## src/rtl/riscv_pkg.sv

```systemverilog
// ----------------------------------------------------------------------------
// riscv_pkg
// Shared RV32I core definitions used by the fetch stage and later pipeline
// registers: datapath widths, bubble encoding, default reset PC and the fetch
// FSM state type.
// No ports.
// ----------------------------------------------------------------------------
package riscv_pkg;

    localparam int unsigned XLEN = 32;
    localparam int unsigned ILEN = 32;

    // ADDI x0,x0,0: canonical bubble loaded into pipeline registers on flush.
    localparam logic [ILEN-1:0] RV_NOP_INST = 32'h0000_0013;
    localparam logic [XLEN-1:0] RV_RESET_PC = 32'h0000_0000;

    typedef enum logic [1:0] {
        StBoot = 2'd0,
        StRun  = 2'd1,
        StTrap = 2'd2
    } fetch_state_e;

endpackage

```

## src/rtl/if_fetch_unit_if.sv

```systemverilog
// ----------------------------------------------------------------------------
// if_fetch_unit_if
// Bundles the fetch stage signals: instruction-memory address/data, pipeline
// control from later stages, IF/ID register outputs, trap status and the
// performance counters.
// Modports:
//   master : the fetch unit (drives PC, IF/ID, trap and counter outputs)
//   slave  : memory / downstream pipeline / control (drives inst, stall,
//            redirect)
// ----------------------------------------------------------------------------
interface if_fetch_unit_if #(
    parameter int unsigned PC_WIDTH   = 32,
    parameter int unsigned INST_WIDTH = 32
);
    logic [PC_WIDTH-1:0]   PC;
    logic [INST_WIDTH-1:0] inst;
    logic                  stall_i;
    logic                  redirect_i;
    logic [PC_WIDTH-1:0]   redirect_pc_i;
    logic                  ifid_valid_o;
    logic [PC_WIDTH-1:0]   ifid_pc_o;
    logic [PC_WIDTH-1:0]   ifid_pc4_o;
    logic [INST_WIDTH-1:0] ifid_inst_o;
    logic                  misalign_o;
    logic [PC_WIDTH-1:0]   trap_pc_o;
    logic [31:0]           fetch_cnt_o;
    logic [31:0]           stall_cnt_o;

    modport master (
        output PC,
        input  inst,
        input  stall_i,
        input  redirect_i,
        input  redirect_pc_i,
        output ifid_valid_o,
        output ifid_pc_o,
        output ifid_pc4_o,
        output ifid_inst_o,
        output misalign_o,
        output trap_pc_o,
        output fetch_cnt_o,
        output stall_cnt_o
    );

    modport slave (
        input  PC,
        output inst,
        output stall_i,
        output redirect_i,
        output redirect_pc_i,
        input  ifid_valid_o,
        input  ifid_pc_o,
        input  ifid_pc4_o,
        input  ifid_inst_o,
        input  misalign_o,
        input  trap_pc_o,
        input  fetch_cnt_o,
        input  stall_cnt_o
    );

endinterface

```

## src/rtl/if_id_reg.sv

```systemverilog
// ----------------------------------------------------------------------------
// if_id_reg
// Pipeline register holding valid / pc / pc+4 / instruction. Flush has
// priority over load; with neither asserted the contents hold.
// Ports:
//   clk, rst     : clock, asynchronous active-high reset
//   i_load       : capture i_pc / i_inst, mark valid
//   i_flush      : insert bubble (valid=0, inst=NOP_INST), pc fields hold
//   i_pc, i_inst : incoming PC and instruction
//   o_valid, o_pc, o_pc4, o_inst : registered contents
// ----------------------------------------------------------------------------
module if_id_reg #(
    parameter int unsigned             PC_WIDTH   = 32,
    parameter int unsigned             INST_WIDTH = 32,
    parameter logic [INST_WIDTH-1:0]   NOP_INST   = 32'h0000_0013
) (
    input  logic                  clk,
    input  logic                  rst,
    input  logic                  i_load,
    input  logic                  i_flush,
    input  logic [PC_WIDTH-1:0]   i_pc,
    input  logic [INST_WIDTH-1:0] i_inst,
    output logic                  o_valid,
    output logic [PC_WIDTH-1:0]   o_pc,
    output logic [PC_WIDTH-1:0]   o_pc4,
    output logic [INST_WIDTH-1:0] o_inst
);

    localparam logic [PC_WIDTH-1:0] PC_STEP = PC_WIDTH'(4);

    logic                  r_valid;
    logic [PC_WIDTH-1:0]   r_pc;
    logic [PC_WIDTH-1:0]   r_pc4;
    logic [INST_WIDTH-1:0] r_inst;

    always_ff @(posedge clk or posedge rst) begin
        if (rst) begin
            r_valid <= 1'b0;
            r_pc    <= '0;
            r_pc4   <= '0;
            r_inst  <= NOP_INST;
        end else if (i_flush) begin
            r_valid <= 1'b0;
            r_inst  <= NOP_INST;
        end else if (i_load) begin
            r_valid <= 1'b1;
            r_pc    <= i_pc;
            r_pc4   <= i_pc + PC_STEP;
            r_inst  <= i_inst;
        end
    end

    assign o_valid = r_valid;
    assign o_pc    = r_pc;
    assign o_pc4   = r_pc4;
    assign o_inst  = r_inst;

endmodule

```

## src/rtl/if_fetch_unit.sv

```systemverilog
// ----------------------------------------------------------------------------
// if_fetch_unit
// RV32I instruction-fetch stage. Owns the PC, presents it to a combinational
// instruction memory and captures the returned word into the IF/ID register.
// Per edge the priority is redirect > stall > advance. A redirect to a
// non-word-aligned target parks the unit in a trap state until an aligned
// redirect arrives.
// Ports:
//   clk, rst : clock, asynchronous active-high reset
//   bus      : if_fetch_unit_if.master (PC/inst, stall/redirect, IF/ID
//              outputs, misalign/trap_pc, performance counters)
// Build option:
//   FETCH_PERF_CNT_EN - when defined, fetch_cnt_o / stall_cnt_o count advance
//   edges and stalled RUN edges; otherwise both are tied to zero.
// ----------------------------------------------------------------------------
module if_fetch_unit
    import riscv_pkg::*;
#(
    parameter int unsigned           PC_WIDTH   = XLEN,
    parameter int unsigned           INST_WIDTH = ILEN,
    parameter logic [PC_WIDTH-1:0]   RESET_PC   = RV_RESET_PC,
    parameter logic [INST_WIDTH-1:0] NOP_INST   = RV_NOP_INST
) (
    input  logic             clk,
    input  logic             rst,
    if_fetch_unit_if.master  bus
);

    localparam logic [PC_WIDTH-1:0] PC_STEP = PC_WIDTH'(4);

    fetch_state_e          r_state;
    fetch_state_e          w_state_next;
    logic [PC_WIDTH-1:0]   r_pc;
    logic [PC_WIDTH-1:0]   w_pc_next;
    logic                  r_misalign;
    logic                  w_misalign_next;
    logic [PC_WIDTH-1:0]   r_trap_pc;
    logic [PC_WIDTH-1:0]   w_trap_pc_next;
    logic                  w_advance;
    logic                  w_flush;
    logic                  w_target_misaligned;

    logic                  w_ifid_valid;
    logic [PC_WIDTH-1:0]   w_ifid_pc;
    logic [PC_WIDTH-1:0]   w_ifid_pc4;
    logic [INST_WIDTH-1:0] w_ifid_inst;

    assign w_target_misaligned = |bus.redirect_pc_i[1:0];

    always_ff @(posedge clk or posedge rst) begin
        if (rst) begin
            r_state    <= StBoot;
            r_pc       <= RESET_PC;
            r_misalign <= 1'b0;
            r_trap_pc  <= '0;
        end else begin
            r_state    <= w_state_next;
            r_pc       <= w_pc_next;
            r_misalign <= w_misalign_next;
            r_trap_pc  <= w_trap_pc_next;
        end
    end

    always_comb begin
        w_state_next    = r_state;
        w_pc_next       = r_pc;
        w_misalign_next = r_misalign;
        w_trap_pc_next  = r_trap_pc;
        w_advance       = 1'b0;
        w_flush         = 1'b0;

        unique case (r_state)
            StBoot, StRun: begin
                if (bus.redirect_i) begin
                    // The target is loaded even when misaligned so the
                    // offending address is visible on PC as well.
                    w_pc_next = bus.redirect_pc_i;
                    w_flush   = 1'b1;
                    if (w_target_misaligned) begin
                        w_misalign_next = 1'b1;
                        w_trap_pc_next  = bus.redirect_pc_i;
                        w_state_next    = StTrap;
                    end else begin
                        w_state_next    = StRun;
                    end
                end else if (r_state == StBoot) begin
                    // Boot edge: PC is presented but nothing is captured.
                    w_state_next = StRun;
                end else if (!bus.stall_i) begin
                    w_advance = 1'b1;
                    w_pc_next = r_pc + PC_STEP;
                end
            end
            StTrap: begin
                if (bus.redirect_i) begin
                    w_flush = 1'b1;
                    if (w_target_misaligned) begin
                        w_trap_pc_next = bus.redirect_pc_i;
                    end else begin
                        w_misalign_next = 1'b0;
                        w_pc_next       = bus.redirect_pc_i;
                        w_state_next    = StRun;
                    end
                end
            end
            default: begin
                w_state_next = StBoot;
            end
        endcase
    end

    if_id_reg #(
        .PC_WIDTH   (PC_WIDTH),
        .INST_WIDTH (INST_WIDTH),
        .NOP_INST   (NOP_INST)
    ) u_if_id_reg (
        .clk     (clk),
        .rst     (rst),
        .i_load  (w_advance),
        .i_flush (w_flush),
        .i_pc    (r_pc),
        .i_inst  (bus.inst),
        .o_valid (w_ifid_valid),
        .o_pc    (w_ifid_pc),
        .o_pc4   (w_ifid_pc4),
        .o_inst  (w_ifid_inst)
    );

    assign bus.PC           = r_pc;
    assign bus.ifid_valid_o = w_ifid_valid;
    assign bus.ifid_pc_o    = w_ifid_pc;
    assign bus.ifid_pc4_o   = w_ifid_pc4;
    assign bus.ifid_inst_o  = w_ifid_inst;
    assign bus.misalign_o   = r_misalign;
    assign bus.trap_pc_o    = r_trap_pc;

`ifdef FETCH_PERF_CNT_EN
    logic [31:0] r_fetch_cnt;
    logic [31:0] r_stall_cnt;
    logic        w_stall_run;

    assign w_stall_run = (r_state == StRun) && bus.stall_i && !bus.redirect_i;

    always_ff @(posedge clk or posedge rst) begin
        if (rst) begin
            r_fetch_cnt <= '0;
            r_stall_cnt <= '0;
        end else begin
            if (w_advance) begin
                r_fetch_cnt <= r_fetch_cnt + 32'd1;
            end
            if (w_stall_run) begin
                r_stall_cnt <= r_stall_cnt + 32'd1;
            end
        end
    end

    assign bus.fetch_cnt_o = r_fetch_cnt;
    assign bus.stall_cnt_o = r_stall_cnt;
`else
    assign bus.fetch_cnt_o = '0;
    assign bus.stall_cnt_o = '0;
`endif

endmodule

```

## src/flat_wrapper.sv

```systemverilog
// flat-port wrapper written by rule: the top's interface ports become plain ports
module if_fetch_unit_flat import riscv_pkg::*;
#(
    parameter int unsigned           PC_WIDTH   = XLEN,
    parameter int unsigned           INST_WIDTH = ILEN,
    parameter logic [PC_WIDTH-1:0]   RESET_PC   = RV_RESET_PC,
    parameter logic [INST_WIDTH-1:0] NOP_INST   = RV_NOP_INST
)
  (clk, rst, bus_PC, bus_inst, bus_stall_i, bus_redirect_i, bus_redirect_pc_i, bus_ifid_valid_o, bus_ifid_pc_o, bus_ifid_pc4_o, bus_ifid_inst_o, bus_misalign_o, bus_trap_pc_o, bus_fetch_cnt_o, bus_stall_cnt_o);
  if_fetch_unit_if #(.PC_WIDTH(PC_WIDTH), .INST_WIDTH(INST_WIDTH)) bus_i ();
  input  logic clk;
  input  logic rst;
  output wire logic [$bits(bus_i.PC)-1:0] bus_PC;
  input wire logic [$bits(bus_i.inst)-1:0] bus_inst;
  input wire logic [$bits(bus_i.stall_i)-1:0] bus_stall_i;
  input wire logic [$bits(bus_i.redirect_i)-1:0] bus_redirect_i;
  input wire logic [$bits(bus_i.redirect_pc_i)-1:0] bus_redirect_pc_i;
  output wire logic [$bits(bus_i.ifid_valid_o)-1:0] bus_ifid_valid_o;
  output wire logic [$bits(bus_i.ifid_pc_o)-1:0] bus_ifid_pc_o;
  output wire logic [$bits(bus_i.ifid_pc4_o)-1:0] bus_ifid_pc4_o;
  output wire logic [$bits(bus_i.ifid_inst_o)-1:0] bus_ifid_inst_o;
  output wire logic [$bits(bus_i.misalign_o)-1:0] bus_misalign_o;
  output wire logic [$bits(bus_i.trap_pc_o)-1:0] bus_trap_pc_o;
  output wire logic [$bits(bus_i.fetch_cnt_o)-1:0] bus_fetch_cnt_o;
  output wire logic [$bits(bus_i.stall_cnt_o)-1:0] bus_stall_cnt_o;
  assign bus_PC = bus_i.PC;
  assign bus_i.inst = bus_inst;
  assign bus_i.stall_i = bus_stall_i;
  assign bus_i.redirect_i = bus_redirect_i;
  assign bus_i.redirect_pc_i = bus_redirect_pc_i;
  assign bus_ifid_valid_o = bus_i.ifid_valid_o;
  assign bus_ifid_pc_o = bus_i.ifid_pc_o;
  assign bus_ifid_pc4_o = bus_i.ifid_pc4_o;
  assign bus_ifid_inst_o = bus_i.ifid_inst_o;
  assign bus_misalign_o = bus_i.misalign_o;
  assign bus_trap_pc_o = bus_i.trap_pc_o;
  assign bus_fetch_cnt_o = bus_i.fetch_cnt_o;
  assign bus_stall_cnt_o = bus_i.stall_cnt_o;
  if_fetch_unit #(.PC_WIDTH(PC_WIDTH), .INST_WIDTH(INST_WIDTH), .RESET_PC(RESET_PC), .NOP_INST(NOP_INST)) u_core (.clk(clk), .rst(rst), .bus(bus_i));
endmodule
```

## config.mk

```make
export PLATFORM = sky130hd
export DESIGN_NAME = if_fetch_unit_flat
export DESIGN_NICKNAME = d
export VERILOG_FILES = /design/src/rtl/riscv_pkg.sv /design/src/rtl/if_fetch_unit_if.sv /design/src/rtl/if_id_reg.sv /design/src/rtl/if_fetch_unit.sv /design/src/flat_wrapper.sv
export SDC_FILE = /design/constraint.sdc
export NUM_CORES = 1
export LEC_CHECK = 0
export ABC_AREA = 1
export BUFFER_PORTS_ARGS = -buffer_cell sky130_fd_sc_hd__buf_2
export CORE_MARGIN = 2
export CORE_UTILIZATION = 55
export CTS_BUF_LIST = sky130_fd_sc_hd__clkbuf_4
export DETAILED_ROUTE_END_ITERATION = 6
export PLACE_DENSITY = 0.87
export SLEW_MARGIN = 15
export SYNTH_ARGS = -nofsm -noshare
export SYNTH_HDL_FRONTEND = slang
export SYNTH_SLANG_ARGS = --single-unit
export TNS_END_PERCENT = 1
```

## constraint.sdc

```tcl
create_clock -name clk -period 9.45 [get_ports clk]
set_input_delay 0.4725 -clock clk [delete_from_list [all_inputs] [get_ports clk]]
set_output_delay 0.4725 -clock clk [all_outputs]
set_load 0.05 [all_outputs]
```

==> summary.md, run 1 <==
| Metric | Value |
|---|---|
| Hold buffers post-CTS | `0` |
| Core ar. | `13,800 sq um` |
| Clock Latency Late Sink | `560 ps` |
| Mapped Area | `7670 sq um` |
| Root Buffer | `clkbuf_4` |
| Syn avg cell area | `8.43 sq um` |
| Maxcap violations | `0` |
| Worst reg-to-reg path cell count | `8` |
| Initial Util | `55.7%` |
| Static Leakage | `4.94 nW` |
| Worst slew pin tran | `1030 ps` |
| RSZ-0062 raised after global routing | `false` |
| Initial antenna violation count | `0` |
| Final hold vios | `0` |
| GRT busiest layer | `met2` |
| Worst R2R Setup Slack | `7230 ps` |
| Drt first-iter violations | `647` |
| Yosys top cell by area | `dfrtp_1` |
| Pre-CTS WS | `7140 ps` |
| Area grow syn2layout | `16.0%` |
| Non-Filler Instances | `1,318` |
| Routed vias | `6,723` |
| Worst flop-to-flop path endpoint | `u_core.u_if_id_reg.o_pc4[14]$_DFFE_PP0P_` |
| Synth area leaders | `dfrtp_1 52%, nand2_1 14%, buf_4 6.5%` |
| TNS Setup | `0 ps` |
| Post-Syn Instances | `910` |
| CTS clk-pin slew, worst paths | `130 ps` |
| Site Rows | `43` |
| Proportion of layout cells with a drive suffix above 1 | `25.6%` |
| All-layer global routing usage | `27.6%` |
| # setup viols final | `0` |
| Warnings, synthesis | `0` |
| Met2 Use GR | `47.2%` |
| Nature of the critical path endpoint | `flip-flop` |
| Largest net degree at the start of global routing | `88` |
| CTS H-tree depth | `4` |
| Avg WL per Cell | `15.7 microns` |
| TritonCTS Buffers | `17` |
| First drt pass iteration count | `6` |
| Run status | `finished clean` |
| Setup crit start | `u_core.r_state[0]$_DFFE_PP0P_` |
| CTS tree | `done` |
| Footprint of the multi-input gates | `2860 sq um` |
| Final Net Count | `1,194` |
| Sequential element share of the synthesized area | `52.9%` |
| Clock buffer depth | `2` |
| Setup Buffers After CTS | `0` |
| Wirelength, routed | `20,600 microns` |
| Final min period | `2220 ps` |
| Rel. slew slack | `31.1%` |
| Met3 GRT Util | `7.16%` |
| Number of global-route vias before repair | `6,241` |
| Clk_skew | `21.8 ps` |
| Hold Path Class | `input pin to async pin` |
| Fill count | `1,195` |
| Tot Pwr | `0.00306 W` |
| Max Transition Viols Final | `0` |
| Seq cells post-synth | `162` |
| Port Buffers | `229` |
| GP Congestion | `0.994` |
| Sequential standard cell area | `4060 sq um` |
| Distinct cells, synth | `30` |
| First-pass GRT wire length | `31,700 microns` |
| Remaining DRCs | `0` |
| Number of antenna-violating nets in the routed design | `0` |
| Fmax | `451 MHz` |
| Vias per cell | `5.10` |
| Die X | `122 microns` |
| Cells after DPL | `1,286` |
| WS Path Type | `flip-flop to flip-flop` |
| Final core occ | `64.6%` |
| PD cells | `344 nW/um^2` |
| N_diodes | `0` |
| Worst r2r src | `u_core.r_state[0]$_DFFE_PP0P_` |
| CTS resizes | `0` |
| Crit path launch type | `flip-flop` |
| Period utilization | `23.5%` |
| Crit-path max FO | `87` |
| Worst VDD drop | `0.255 mV` |
| Remaining global-route overflow | `0` |
| CP arrival | `2680 ps` |
| Fin worst setup slack | `7230 ps` |
| Required @ worst endpoint | `9910 ps` |
| I/O pin count | `294` |
| CP endpoint | `u_core.u_if_id_reg.o_pc4[14]$_DFFE_PP0P_` |
| Die area | `14,900 sq um` |
| Die height | `122 microns` |
| Synth top area share | `51.9%` |
| Met1 global-route usage | `34.3%` |
| DP HPWL | `15,300 microns` |
| CTS Sinks | `162` |
final cells by class:
type | instances | share of cell area, %
flip-flops and latches | 162 | 45.6
clock buffers | 19 | 1.60
repair buffers | 234 | 13.3
multi-input cells | 627 | 32.1
well taps | 180 | 2.53
inverters | 83 | 3.56
clock inverters | 13 | 1.25
where the power goes:
group	leakage [nW]	internal [W]	switching, W	total (W)
clock	0.128	0.000135	0.000246	0.000382
sequential	2.04	0.000913	0.000178	0.00109
combinational	2.77	0.000315	0.00127	0.00159
synthesized netlist by cell type:
cell type and count:
clkbuf_1 6, o211ai_2 1, nor2_4 1, nand2_1 288, nand4_1 1, buf_6 4, o211ai_1 2, dfstp_2 3
buf_2 25, dfrtp_1 159, a31oi_1 11, nor2_1 55, o21ai_1 15, inv_2 10, xnor2_1 1, o21ai_2 2
nand3_1 36, nor2_2 6, inv_1 73, o22ai_1 1, o22a_1 3, a21oi_1 26, buf_4 66, nand2_2 3
conb_1 1, a22o_1 29, xor2_1 6, o21ai_0 74, ha_1 1, nand3_4 1
state kept, by name, summed over array words and instances (netlist names):
signal,flops
u_core.bus.misalign_o,1
u_core.u_if_id_reg.o_pc,32
u_core.u_if_id_reg.o_valid,1
u_core.r_state,2
u_core.bus.PC,32
u_core.bus.trap_pc_o,32
u_core.u_if_id_reg.o_pc4,30
u_core.u_if_id_reg.o_inst,32
layout by cell type (no fill, tap or decap), drive strengths merged:
cell type / count
a31oi: 11
nand2: 291
xor2: 6
o211ai: 3
o22a: 3
clkbuf: 19
nand3: 37
dfstp: 3
clkinvlp: 4
nand4: 1
o21ai: 91
a22o: 29
clkinv: 6
dfrtp: 159
ha: 1
buf: 234
bufinv: 1
a21oi: 26
xnor2: 1
o22ai: 1
inv: 85
conb: 64
nor2: 62
routing by layer:
| layer | vias up | wire (microns) |
|---|---|---|
| li1 | 3214 | - |
| met1 | 3159 | 8060 |
| met3 | 26 | 2020 |
| met4 | 0 | 329 |
| met2 | 324 | 10200 |
| met5 | - | 0 |
worst min path at each step:
stage | slack [ps] | depth (start not counted) | from | endpoint
2_1_floorplan | 520 | 1 | u_core.r_state[1]$_DFFE_PP0P_ | u_core.bus.misalign_o$_DFFE_PP0P_
3_5_place_dp | 460 | 2 | u_core.u_if_id_reg.o_pc4[9]$_DFFE_PP0P_ | u_core.u_if_id_reg.o_pc4[9]$_DFFE_PP0P_
5_1_grt | 60 | 2 | rst | u_core.u_if_id_reg.o_pc4[12]$_DFFE_PP0P_
4_1_cts | 20 | 2 | rst | u_core.bus.trap_pc_o[29]$_DFFE_PP0P_
6_report | 20 | 2 | rst | u_core.bus.trap_pc_o[29]$_DFFE_PP0P_
3_3_place_gp | 460 | 2 | u_core.bus.trap_pc_o[2]$_DFFE_PP0P_ | u_core.bus.trap_pc_o[2]$_DFFE_PP0P_
logic make-up after synthesis:
group / count (synthesis) / share of synthesized area (%)
buf+inv: 184 / 13.0
compound gates: 164 / 12.7
simple gates: 391 / 20.3
other cells: 1 / 0.0489
fa+ha+maj: 1 / 0.163
flops: 162 / 52.9
xor+xnor: 7 / 0.799
per-stage QoR:
stage	cell area [sq um]	hold WS, ps
2_1_floorplan	7910	522
3_3_place_gp	8640	456
3_5_place_dp	8640	461
4_1_cts	8890	23.8
5_1_grt	8890	60.9
6_report	8890	19.8
critical path, stage by stage, from the launching register on:
cell,delay [ps]
dfrtp_1,480
inv_2,70
nor2_4,140
nand3_4,70
buf_4,370
inv_2,110
buf_4,600
nor2_1,90
a31oi_1,190
(Power assumes the default switching activity.)
==> run 2, diff against run 1 <==
--- a/config.mk
+++ b/config.mk
@@ -8,10 +8,10 @@
 export ABC_AREA = 1
 export BUFFER_PORTS_ARGS = -buffer_cell sky130_fd_sc_hd__buf_2
 export CORE_MARGIN = 2
-export CORE_UTILIZATION = 55
+export CORE_UTILIZATION = 51
 export CTS_BUF_LIST = sky130_fd_sc_hd__clkbuf_4
 export DETAILED_ROUTE_END_ITERATION = 6
-export PLACE_DENSITY = 0.87
+export PLACE_DENSITY = 0.82
 export SLEW_MARGIN = 15
 export SYNTH_ARGS = -nofsm -noshare
 export SYNTH_HDL_FRONTEND = slang
==> constraint.sdc (replaced) <==
create_clock -name clk -period 2.3 [get_ports clk]
set_input_delay 0.115 -clock clk [delete_from_list [all_inputs] [get_ports clk]]
set_output_delay 0.115 -clock clk [all_outputs]
set_load 0.05 [all_outputs]
==> run 2 against run 1 <==
Effect of this change: wire length is 9.8% higher; design area is 8.6% higher; sequential share of layout area is 3.6 points lower; largest power group unchanged; die area is 7.6% higher; first-iteration DRC count is 13% lower; sequential cell count stayed put; clock skew is 4.1 ps lower.
==> summary.md, run 2 (same netlist as run 1, synthesis figures left out) <==
| Metric | Value |
|---|---|
| CTS tree | `done` |
| Most common cell after layout, fill and taps aside | `nand2_1` |
| Hold Path Class | `input pin to async pin` |
| Slowest Stage Delay on Critical Path | `460 ps (-140 ps)` |
| Drt first-iter violations | `566 (-13%)` |
| GP Congestion | `0.931 (-6.3%)` |
| Worst slew pin tran | `862 ps (-172 ps)` |
| Worst reg-to-reg path cell count | `10 (+2)` |
| Sequential standard cell area | `4060 sq um (unchanged)` |
| Hold buffers post-CTS | `69 (+69)` |
| I/O pin count | `294 (unchanged)` |
| Site Rows | `44 (+2.3%)` |
| N_diodes | `0 (unchanged)` |
| RSZ-0062 raised after global routing | `false` |
| Largest net degree at the start of global routing | `83 (-5.7%)` |
| All-layer global routing usage | `28.4% (+0.72 points)` |
| Run status | `finished clean` |
| Avg WL per Cell | `16.2 microns (+3.8%)` |
| Comb power frac | `52.4% (+0.5 points)` |
| Net Sw Power | `0.00698 W (+310%)` |
| CTS clk-pin slew, worst paths | `130 ps (about the same)` |
| Clock Latency Late Sink | `560 ps (about the same)` |
| Maxcap violations | `0 (unchanged)` |
| CTS H-tree depth | `4 (unchanged)` |
| Worst VDD drop | `0.943 mV (+270%)` |
| Crit path launch type | `flip-flop` |
| Initial antenna violation count | `0 (unchanged)` |
| Die height | `127 microns (+3.7%)` |
| Static Leakage | `5.26 nW (+6.5%)` |
| Final Net Count | `1,267 (+6.1%)` |
| Fill count | `1,222 (+2.3%)` |
| Most frequent cells in the layout | `288 x nand2_1, 229 x buf_2, 159 x dfrtp_1, 74 x o21ai_0, 72 x inv_1` |
| Routed vias | `7,031 (+4.6%)` |
| Number of antenna-violating nets in the routed design | `0 (unchanged)` |
| CP most frequent cell | `nand2_1` |
| Wirelength, routed | `22,600 microns (+9.8%)` |
| Setup Buffers After CTS | `0 (unchanged)` |
| Clk_skew | `17.7 ps (-4.10 ps)` |
| Sequential Power Share | `34.9% (-0.7 points)` |
| Area grow syn2layout | `26.0%` |
| Die area | `16,000 sq um (+7.6%)` |
| TNS Setup | `0 ps (unchanged)` |
| Worst flop-to-flop path endpoint | `u_core.bus.PC[30]$_DFFE_PP0P_` |
| Top delay family on crit path | `simple AND/OR/NAND/NOR gates` |
| CTS Sinks | `162 (unchanged)` |
| Crit-path max FO | `6 (-93%)` |
| P_int | `0.00578 W (+320%)` |
| Root Buffer | `clkbuf_4` |
| CP arrival | `2370 ps (-310 ps)` |
| Period utilization | `83.1% (+60 points)` |
| Remaining DRCs | `0 (unchanged)` |
| CP cell instances | `ha_1 > nand2_1 > nor2_1 > nand2_2 > nor2_1 > nand2_1 > nand2_1 > nand3_1 > nand2_1 > nand2_1` |
| Footprint of the multi-input gates | `2860 sq um (unchanged)` |
| Clock power share | `12.6% (about the same)` |
| DP HPWL | `15,900 microns (+4.3%)` |
| First drt pass iteration count | `5 (-1)` |
| Buf/Inv on CP | `0 (-4)` |
| Die X | `127 microns (+3.7%)` |
| Worst path slowest cell | `dfrtp_1` |
| Remaining global-route overflow | `0 (unchanged)` |
| First-pass GRT wire length | `35,300 microns (+12%)` |
| Clock buffer depth | `2 (unchanged)` |
| Fmax | `523 MHz (+16%)` |
| Vias per cell | `5.04 (-1.1%)` |
| CTS resizes | `0 (unchanged)` |
| Required @ worst endpoint | `2760 ps (-7150 ps)` |
| Proportion of layout cells with a drive suffix above 1 | `24.3% (-1.3 points)` |
| PD cells | `1320 nW/um^2 (+280%)` |
| Sw frac | `54.7% (-0.79 points)` |
| TritonCTS Buffers | `17 (unchanged)` |
| Max Transition Viols Final | `0 (unchanged)` |
| WS Path Type | `flip-flop to flip-flop` |
| Final min period | `1910 ps (-309 ps)` |
| Port Buffers | `229 (unchanged)` |
| Final hold vios | `0 (unchanged)` |
| Worst R2R Setup Slack | `390 ps (-6840 ps)` |
| Rel. slew slack | `42.6% (+11 points)` |
| # setup viols final | `0 (unchanged)` |
| Number of global-route vias before repair | `6,681 (+7.1%)` |
| Nature of the critical path endpoint | `flip-flop` |
| Hold slack | `124 ps (+104 ps)` |
| Initial Util | `52.6% (-3.1 points)` |
| Core ar. | `14,600 sq um (+5.9%)` |
| Worst r2r src | `u_core.bus.PC[2]$_DFFE_PP0P_` |
run 2: layout make-up:
type	count	share of cell area, %
clock buffers	19	1.48
clock inverters	12	1.22
inverters	83	3.26
multi-input cells	627	29.6
flip-flops and latches	162	42.0
well taps	184	2.38
repair buffers	307	20.1
run 2: worst register-to-register path: cells and delay by family, from the launching register on:
kind	cells	cell delay (ps)
adder cells (fa/ha/maj)	1	240
flip-flops	1	460
AND/OR/NAND/NOR	9	1120
run 2: routing by layer:
metal  wire [microns]  track usage [%]  up-vias
li1                 -                -     3354
met2            10800             46.8      353
met3             1960             7.25       58
met4              800             11.5        0
met5                0                0        -
met1             9130             35.8     3266
run 2: power by group through the flow:
stage / registers, W / clock network (W) / logic (W)
floorplan: 0.00763 / 0 / 0.00185
global placement: 0.00445 / 0 / 0.00655
detailed placement: 0.00449 / 0 / 0.00660
CTS: 0.00445 / 0.00164 / 0.00671
global route: 0.00459 / 0.00178 / 0.00710
finish: 0.00446 / 0.00161 / 0.00669
run 2: worst max-delay path by stage:
stage          slack, ps                          from                            end  depth (start not counted)
2_1_floorplan        130                           rst   u_core.bus.PC[0]$_DFFE_PP0P_                          1
3_3_place_gp         500  u_core.bus.PC[3]$_DFFE_PP0P_  u_core.bus.PC[26]$_DFFE_PP0P_                         10
3_5_place_dp         460  u_core.bus.PC[2]$_DFFE_PP0P_  u_core.bus.PC[28]$_DFFE_PP0P_                         10
4_1_cts              440  u_core.bus.PC[2]$_DFFE_PP0P_  u_core.bus.PC[26]$_DFFE_PP0P_                         10
5_1_grt              220  u_core.bus.PC[2]$_DFFE_PP0P_  u_core.bus.PC[26]$_DFFE_PP0P_                         10
6_report             390  u_core.bus.PC[2]$_DFFE_PP0P_  u_core.bus.PC[30]$_DFFE_PP0P_                         10
run 2: stage by stage:
| step | cell area, sq um | utilization [%] | instances | worst slack [ps] | power [W] |
|---|---|---|---|---|---|
| detailed placement | 8710 | 59.7 | 1294 | 457 | 0.0111 |
| global route | 9660 | 66.2 | 1394 | 220 | 0.0135 |
| CTS | 9660 | 66.2 | 1394 | 441 | 0.0128 |
| finish | 9660 | 66.2 | 1394 | 389 | 0.0128 |
| floorplan | 7910 | - | 973 | 131 | 0.00948 |
| global placement | 8710 | 59.7 | 1294 | 497 | 0.0110 |
==> run 3, diff against run 2 <==
==> constraint.sdc (replaced) <==
create_clock -name clk -period 1.8 [get_ports clk]
set_input_delay 0.09 -clock clk [delete_from_list [all_inputs] [get_ports clk]]
set_output_delay 0.09 -clock clk [all_outputs]
set_load 0.05 [all_outputs]
==> run 3 against run 2 <==
Effect of this change: count of clock-buffer cells in the layout unchanged; sequential cell count stayed put; die area is the same; clock skew increased by 1.1 ps; worst hold slack got worse by 71 ps; total power increased by 29%; critical endpoint is now u_core.bus.PC[27]$_DFFE_PP0P_; largest cell class unchanged.
==> summary.md, run 3 (same netlist as run 1, synthesis figures left out) <==
| Metric | Value |
|---|---|
| Max Transition Viols Final | `0 (unchanged)` |
| Site Rows | `44 (unchanged)` |
| Cells after DPL | `1,297 (+0.23%)` |
| Die height | `127 microns (unchanged)` |
| Worst Hold Path EP | `u_core.u_if_id_reg.o_inst[0]$_DFFE_PP1P_` |
| Period utilization | `91.6% (+8.6 points)` |
| Initial antenna violation count | `0 (unchanged)` |
| Root Buffer | `clkbuf_4` |
| Remaining DRCs | `0 (unchanged)` |
| Hold Path Class | `input pin to flip-flop` |
| Required @ worst endpoint | `2270 ps (-490 ps)` |
| Routed vias | `7,093 (+0.88%)` |
| Number of antenna-violating nets in the routed design | `0 (unchanged)` |
| I/O pin count | `294 (unchanged)` |
| CTS clk-pin slew, worst paths | `130 ps (about the same)` |
| Worst flop-to-flop path endpoint | `u_core.bus.PC[27]$_DFFE_PP0P_` |
| Die area | `16,000 sq um (unchanged)` |
| CP most frequent cell | `nand2_1` |
| Worst VDD drop | `1.38 mV (+47%)` |
| Avg WL per Cell | `16.5 microns (+1.3%)` |
| Worst R2R Setup Slack | `150 ps (-240 ps)` |
| Clock Latency Late Sink | `560 ps (about the same)` |
| Final core occ | `66.8% (+0.59 points)` |
| Port Buffers | `229 (unchanged)` |
| Die X | `127 microns (unchanged)` |
| Static Leakage | `5.28 nW (+0.48%)` |
| Proportion of layout cells with a drive suffix above 1 | `25.3% (+1.0 points)` |
| Core ar. | `14,600 sq um (unchanged)` |
| Final Net Count | `1,269 (+0.16%)` |
| RSZ-0062 raised after global routing | `true` |
| Non-Filler Instances | `1,396 (+0.14%)` |
| Sequential Power Share | `34.8% (about the same)` |
| Nature of the critical path endpoint | `flip-flop` |
| TritonCTS Buffers | `17 (unchanged)` |
| All-layer global routing usage | `29.2% (+0.81 points)` |
| Worst slew pin tran | `555 ps (-307 ps)` |
| Run status | `finished clean` |
| Sw frac | `54.7% (about the same)` |
| Clock power share | `12.7% (about the same)` |
| Remaining global-route overflow | `0 (unchanged)` |
| Slowest Stage Delay on Critical Path | `380 ps (-80 ps)` |
| Number of global-route vias before repair | `6,825 (+2.2%)` |
| Largest net degree at the start of global routing | `96 (+16%)` |
| Clock buffer depth | `2 (unchanged)` |
| Worst r2r src | `u_core.bus.PC[2]$_DFFE_PP0P_` |
| Worst Hold Launch | `bus_stall_i` |
| Drt first-iter violations | `709 (+25%)` |
| Crit path launch type | `flip-flop` |
| # setup viols final | `0 (unchanged)` |
| CTS tree | `done` |
| CP cell instances | `buf_4 > inv_1 > nor2_2 > nand2_2 > nor2_2 > nand2_1 > nand2_1 > nand3_1 > nand2_1 > nand2_1` |
| Final min period | `1650 ps (-261 ps)` |
| Worst reg-to-reg path cell count | `10 (unchanged)` |
| First drt pass iteration count | `6 (+1)` |
| GP Congestion | `0.890 (-4.5%)` |
| Fmax | `606 MHz (+16%)` |
| PD cells | `1680 nW/um^2 (+27%)` |
| Most common cell after layout, fill and taps aside | `nand2_1` |
| Rel. slew slack | `62.9% (+20 points)` |
| Worst path slowest cell | `dfrtp_1` |
| CP arrival | `2120 ps (-250 ps)` |
| First-pass GRT wire length | `36,500 microns (+3.2%)` |
| Most frequent cells in the layout | `287 x nand2_1, 229 x buf_2, 156 x dfrtp_1, 72 x inv_1, 71 x o21ai_0` |
| DP HPWL | `16,000 microns (+0.26%)` |
| CTS Sinks | `162 (unchanged)` |
| Vias per cell | `5.08 (+0.74%)` |
| Initial Util | `52.6% (unchanged)` |
| Net Sw Power | `0.00898 W (+29%)` |
| P_int | `0.00744 W (+29%)` |
| Clk_skew | `18.8 ps (+1.06 ps)` |
| Final hold vios | `0 (unchanged)` |
| WS Path Type | `flip-flop to flip-flop` |
| Crit-path max FO | `6 (unchanged)` |
| Maxcap violations | `0 (unchanged)` |
| Wirelength, routed | `23,000 microns (+1.4%)` |
| Comb power frac | `52.5% (about the same)` |
| CTS H-tree depth | `4 (unchanged)` |
| N_diodes | `0 (unchanged)` |
| Hold path cells | `5` |
| Area grow syn2layout | `27.1%` |
## run 3: cell type report
cell class                 count  area [sq um]
timing repair buffer         309          1990
tap                          184           230
sequential                   162          4060
clock buffer                  19           143
inverter                      83           315
clock inverter                12           118
fill                        1215          4840
multi-input combinational    627          2890
## run 3: how the worst max path moves through the flow
stage                     cells after the start  slack [ps]                       endpoint                    startpoint
final                                        10         150  u_core.bus.PC[27]$_DFFE_PP0P_  u_core.bus.PC[2]$_DFFE_PP0P_
after global routing                         10         -20  u_core.bus.PC[28]$_DFFE_PP0P_  u_core.bus.PC[3]$_DFFE_PP0P_
after CTS                                     9          50  u_core.bus.PC[27]$_DFFE_PP0P_  u_core.bus.PC[8]$_DFFE_PP0P_
after detailed placement                      9          80  u_core.bus.PC[27]$_DFFE_PP0P_  u_core.bus.PC[8]$_DFFE_PP0P_
after global placement                        9         100  u_core.bus.PC[27]$_DFFE_PP0P_  u_core.bus.PC[8]$_DFFE_PP0P_
after floorplan                               1        -340   u_core.bus.PC[0]$_DFFE_PP0P_                           rst
## run 3: per-stage QoR
step / setup WS [ps] / setup TNS (ps) / instance area, sq um / hold WS [ps] / power [W]
finish: 150 / 0 / 9750 / 52.9 / 0.0164
global route: -15.5 / -26.9 / 9750 / 59.1 / 0.0173
CTS: 50.8 / 0 / 9710 / 30.3 / 0.0164
detailed placement: 82.9 / 0 / 8770 / 46.0 / 0.0142
global placement: 98.4 / 0 / 8770 / 45.0 / 0.0141
floorplan: -344 / -55380 / 7910 / 207 / 0.0121
## run 3: what timing repair did
action,in CTS,in global routing
resized for setup,0,16
endpoints found under the hold margin,258,0
hold buffers,68,0
endpoints found under the setup margin,0,29
buffers inserted,0,0
## run 3: power groups by stage
| stage | sequential [W] | clock, W | combinational [W] |
|---|---|---|---|
| 2_1_floorplan | 0.00975 | 0 | 0.00236 |
| 3_3_place_gp | 0.00572 | 0 | 0.00842 |
| 3_5_place_dp | 0.00574 | 0 | 0.00850 |
| 4_1_cts | 0.00569 | 0.00210 | 0.00863 |
| 5_1_grt | 0.00588 | 0.00227 | 0.00914 |
| 6_report | 0.00571 | 0.00208 | 0.00863 |
## run 3: metal layers
layer	GRT usage (%)	part of all wire (%)	vias up
li1	-	-	3370
met1	37.1	40	3330
met2	49.6	49	356
met3	7.21	9.1	37
met4	8.60	2.1	0
met5	0	0	-
## run 3: worst max-delay path: cells and delay by family (launching register included)
| family | cells | cell delay [ps] |
|---|---|---|
| buf+inv | 2 | 210 |
| simple gates | 8 | 970 |
| flops | 1 | 380 |
